`config.mk`:
```
export PLATFORM = sky130hd
export DESIGN_NAME = stopwatch_counter
export DESIGN_NICKNAME = d
export VERILOG_FILES = /design/src/rtl/stopwatch_counter.sv
export SDC_FILE = /design/constraint.sdc
export NUM_CORES = 1
export LEC_CHECK = 0
export CAP_MARGIN = 20
export CORE_MARGIN = 2
export CORE_UTILIZATION = 35
export DETAILED_ROUTE_END_ITERATION = 8
export HOLD_SLACK_MARGIN = 0.08
export PLACE_DENSITY = 0.64
export SYNTH_ARGS = -nofsm -noshare
export SYNTH_HDL_FRONTEND = slang
export SYNTH_SLANG_ARGS = --single-unit
```
`constraint.sdc`:
```
create_clock -name clk1KHz -period 2.2 [get_ports clk1KHz]
set_input_delay 0.44 -clock clk1KHz [delete_from_list [all_inputs] [get_ports clk1KHz]]
set_output_delay 0.44 -clock clk1KHz [all_outputs]
set_load 0.05 [all_outputs]
```
`src/rtl/stopwatch_counter.sv`:
```
// BCD mm:ss stopwatch for the 1 kHz system tick, driving the 4-digit 7-segment mux.
// Run/pause, clear, and manual adjust of the minutes or seconds field.
module stopwatch_counter #(
    parameter int TICKS_PER_SEC = 1000,
    parameter int ADJ_TICKS     = 500
) (
    input  logic       clk1KHz,
    input  logic       rst,
    input  logic       pause,
    input  logic       clear,
    input  logic       adj,
    input  logic       sel,
    output logic [3:0] digit1,
    output logic [3:0] digit2,
    output logic [3:0] digit3,
    output logic [3:0] digit4,
    output logic       running,
    output logic       sec_tick
);

    typedef enum logic [1:0] {
        STOPPED = 2'd0,
        RUNNING = 2'd1,
        ADJUST  = 2'd2
    } state_t;

    localparam logic [15:0] SEC_LAST = 16'(TICKS_PER_SEC - 1);
    localparam logic [15:0] ADJ_LAST = 16'(ADJ_TICKS - 1);

    state_t      state, state_n;
    logic [15:0] prescaler, prescaler_n;
    logic [3:0]  m10, m1, s10, s1;
    logic [3:0]  m10_n, m1_n, s10_n, s1_n;
    logic        sec_tick_n;
    logic        sel_q;
    logic [7:0]  sec_next, min_next;

    // Steps a tens:ones BCD pair through 00..59, wrapping 59 -> 00.
    // Out-of-range codes are treated as their maximum so the pair always recovers.
    function automatic logic [7:0] inc60(input logic [3:0] tens, input logic [3:0] ones);
        logic [7:0] result;
        if (ones >= 4'd9) begin
            if (tens >= 4'd5)
                result = 8'h00;
            else
                result = {tens + 4'd1, 4'd0};
        end else begin
            result = {tens, ones + 4'd1};
        end
        return result;
    endfunction

    assign sec_next = inc60(s10, s1);
    assign min_next = inc60(m10, m1);

    always_ff @(posedge clk1KHz or posedge rst) begin
        if (rst) begin
            state     <= STOPPED;
            prescaler <= '0;
            m10       <= '0;
            m1        <= '0;
            s10       <= '0;
            s1        <= '0;
            sec_tick  <= 1'b0;
            running   <= 1'b0;
            sel_q     <= 1'b0;
        end else begin
            state     <= state_n;
            prescaler <= prescaler_n;
            m10       <= m10_n;
            m1        <= m1_n;
            s10       <= s10_n;
            s1        <= s1_n;
            sec_tick  <= sec_tick_n;
            running   <= (state_n == RUNNING);
            sel_q     <= sel;
        end
    end

    // Per-cycle priority is clear > adj > pause > terminal tick.
    always_comb begin
        state_n     = state;
        prescaler_n = prescaler;
        m10_n       = m10;
        m1_n        = m1;
        s10_n       = s10;
        s1_n        = s1;
        sec_tick_n  = 1'b0;

        if (clear) begin
            m10_n       = 4'd0;
            m1_n        = 4'd0;
            s10_n       = 4'd0;
            s1_n        = 4'd0;
            prescaler_n = '0;
            state_n     = adj ? ADJUST : STOPPED;
        end else begin
            case (state)
                STOPPED: begin
                    prescaler_n = '0;
                    if (adj)
                        state_n = ADJUST;
                    else if (pause)
                        state_n = RUNNING;
                end

                RUNNING: begin
                    if (adj) begin
                        state_n     = ADJUST;
                        prescaler_n = '0;
                    end else begin
                        if (prescaler == SEC_LAST) begin
                            prescaler_n   = '0;
                            sec_tick_n    = 1'b1;
                            {s10_n, s1_n} = sec_next;
                            if (sec_next == 8'h00)
                                {m10_n, m1_n} = min_next;
                        end else begin
                            prescaler_n = prescaler + 16'd1;
                        end
                        // A pause on the terminal cycle still keeps that second.
                        if (pause) begin
                            state_n     = STOPPED;
                            prescaler_n = '0;
                        end
                    end
                end

                ADJUST: begin
                    if (!adj) begin
                        state_n     = STOPPED;
                        prescaler_n = '0;
                    end else if (sel != sel_q) begin
                        prescaler_n = '0;
                    end else if (prescaler == ADJ_LAST) begin
                        prescaler_n = '0;
                        sec_tick_n  = 1'b1;
                        if (sel)
                            {s10_n, s1_n} = sec_next;
                        else
                            {m10_n, m1_n} = min_next;
                    end else begin
                        prescaler_n = prescaler + 16'd1;
                    end
                end

                default: begin
                    state_n     = STOPPED;
                    prescaler_n = '0;
                end
            endcase
        end
    end

    assign digit1 = m10;
    assign digit2 = m1;
    assign digit3 = s10;
    assign digit4 = s1;

endmodule

```
==> results.toml <==
[outcome]
status = "finished clean"

[synth]
syn_nets = 272
synthFlopType = "dfrtp_1"
avgSynthCellArea_sq_um = 9.44
synth-edff-count = 0
synth-seq-area-share = 0.394
yosys-top-cells-area = "dfrtp_1 39%, ha_1 9.0%, nor2_1 6.1%"
syn_inst = 249
ys_warn_count = 0
syn_area_sq_um = 2350
synth_top_area_share = 0.394
yosysTopAreaCell = "dfrtp_1"
synth_cell_types = 60
synthArstFlopShare = 1.00
ys_seq_elements = 37

[timing]
rsz0062_at_grt = "yes"
tightestPinTransition_ns = 0.517
fmax_mhz = 465
timing.final.crit_share = 0.978
slew_headroom = 0.647
period_needed_ns = 2.15
finalSetupViolations = 0
hold_ws_ns = 0.451
skew_ns = 0.00415
finalHoldViolCount = 0
slew_violations = 0

[drt]
viasPerCell = 5.09
vias = 1894
wl_per_cell_microns = 13.3
wl_microns = 4950
drtIter0Drc = 74
dr.pass1.iters = 4
drc_errors = 0
drtAntennaViolNets = 0

[critical_path]
path_delay_family = "compound AO/OA/AOI/OAI gates"
arrival_ns = 2.32
end_kind = "register"
slowest_stage = "dfrtp_2"
worst_r2r_endpoint = "digit1[3]"
crit_path_cell_trace = "inv_2 -> ha_4 -> inv_2 -> o31ai_4 -> o32ai_4 -> a31o_4 -> a31oi_4 -> mux2_4"
worstPathRequired_ns = 2.37
r2r_cells = 8
crit_fanout = 7
slowest_delay_ns = 0.46
r2r_slack_ns = 0.05
reg2reg_from = "digit4[0]"
crit_buf_inv = 2
path_class = "register to register"
cpMostUsedCell = "inv_2"
startpoint_type = "register"

[final_layout]
fin_util = 0.468
final_common_cell = "nor2_1"
instances_no_fill = 372
layout-drive-gt1-share = 0.214
fin_nets = 317
diodes = 0
final_cell_mix = "37 x nor2_1, 33 x dfrtp_1, 23 x clkdlybuf4s50_1"
area_growth_pct = 27.7

[cts]
cts_buffers = 5
tritoncts = "built"
cts_hold_buf = 0
path_clk_slew_ns = 0.08
cts.sinks = 37
cts_max_path_buffers = 2
cts_max_level = 2
root_buffer = "clkbuf_8"
insertion_delay_ns = 0.29

[floorplan]
core_sq_um = 6420
num_rows = 29
dieArea_sq_um = 7390
die_w_microns = 86.0
start_util = 0.366
die_h_microns = 86.0
ioPinCount = 24

[global_routing]
grt_usage = 0.148
grt-ovfl-total = 0
grt_pass1_vias = 1864
grt_pass1_wl_microns = 8670
antenna_found_initial = 0
grt_max_degree = 38

[pwr]
power_density_nw_per_um2 = 484
max-vdd-ir-drop_v = 0.000223
p_leak_nw = 1.23

[hold_path]
hold_end = "prescaler[0]"
hold_path.class = "register to register"
whs_path_depth = 1
min_from = "prescaler[0]"

[placed_design]
io_buffers = 23
dp_hpwl_microns = 3610
gp_congestion = 0.839
dpl.cell_count = 361

[run]
max_cap_viol_count = 0
==> through the flow <==
step	setup WS, ns	instance area, sq um	power (W)	setup TNS (ns)
after floorplan	0.000366	2370	0.000882	0
after global placement	-0.105	2810	0.000964	-0.207
after detailed placement	-0.139	2810	0.000970	-0.351
after CTS	0.00462	2900	0.00144	0
after global routing	-0.0533	3000	0.00153	-0.0533
final	0.0479	3000	0.00145	0
==> routing by layer <==
layer / part of all wire / wire [microns] / global-route usage
met1: 0.49 / 2430 / 0.200
met2: 0.47 / 2310 / 0.237
met3: 0.032 / 160 / 0.0308
met4: 0.0083 / 41 / 0.0476
met5: 0 / 0 / 0
==> synthesized netlist by cell type, types with 3 or more instances <==
cell type	n
nor2b_1	3
a21oi_1	7
nand2_1	18
xnor2_1	9
inv_1	22
o31ai_1	3
nor3_1	8
dfrtp_1	37
ha_1	17
nor2_1	38
o21ai_0	7
clkbuf_1	3
xor2_1	6
and3_1	5
nand3_1	12
==> worst max-delay path by stage <==
stage | startpoint | end | slack [ns] | cells past startpoint
6_report | digit4[0] | digit1[3] | 0.05 | 8
5_1_grt | digit4[0] | digit1[3] | -0.05 | 8
4_1_cts | digit4[0] | digit1[3] | 0.005 | 6
3_5_place_dp | adj | digit1[2] | -0.14 | 6
3_3_place_gp | adj | digit1[2] | -0.11 | 6
2_1_floorplan | digit3[0] | digit1[3] | 0.0004 | 8
==> sequential cells by signal (all words and copies together), names as in the netlist <==
register   count
sel_q          1
digit1         4
prescaler     16
sec_tick       1
state          2
digit3         4
digit2         4
running        1
digit4         4
==> logic make-up (layout without fill, tap and decap cells) <==
kind of cell | count (synthesis) | count (layout) | synth area share
fa+ha+maj | 17 | 17 | 0.0905
buf+inv | 28 | 74 | 0.0484
xor+xnor | 15 | 15 | 0.0559
compound gates | 41 | 41 | 0.142
mux | 4 | 4 | 0.0181
flops | 37 | 37 | 0.394
simple gates | 107 | 107 | 0.252
==> final cells by class <==
type | count | area (sq um)
Tap cell | 77 | 96.3
Multi-Input combinational cell | 184 | 1410
Clock buffer | 6 | 72.6
Sequential cell | 37 | 931
Timing Repair Buffer | 43 | 393
Fill cell | 606 | 3420
Clock inverter | 2 | 10.0
Inverter | 23 | 86.3
==> report_power, final <==
group | switching, W | total [W] | internal [W]
Clock | 0.000249 | 0.000469 | 0.000220
Combinational | 0.000159 | 0.000266 | 0.000106
Sequential | 0.0000215 | 0.000717 | 0.000695
Total | 0.000430 | 0.00145 | 0.00102
==> worst reg2reg max path: cells and delay by family (launching register included) <==
kind,cells,cell delay (ns)
AO/OA/AOI/OAI,4,1.01
flip-flops,1,0.46
multiplexers,1,0.32
buffers and inverters,2,0.13
adder cells (fa/ha/maj),1,0.13
==> repair_timing <==
| action | 4_1_cts | 5_1_grt |
|---|---|---|
| setup endpoints to repair | 0 | 5 |
| gates resized for setup | 0 | 17 |
| setup buffers | 0 | 3 |
Power figures use the tool's default switching activity.
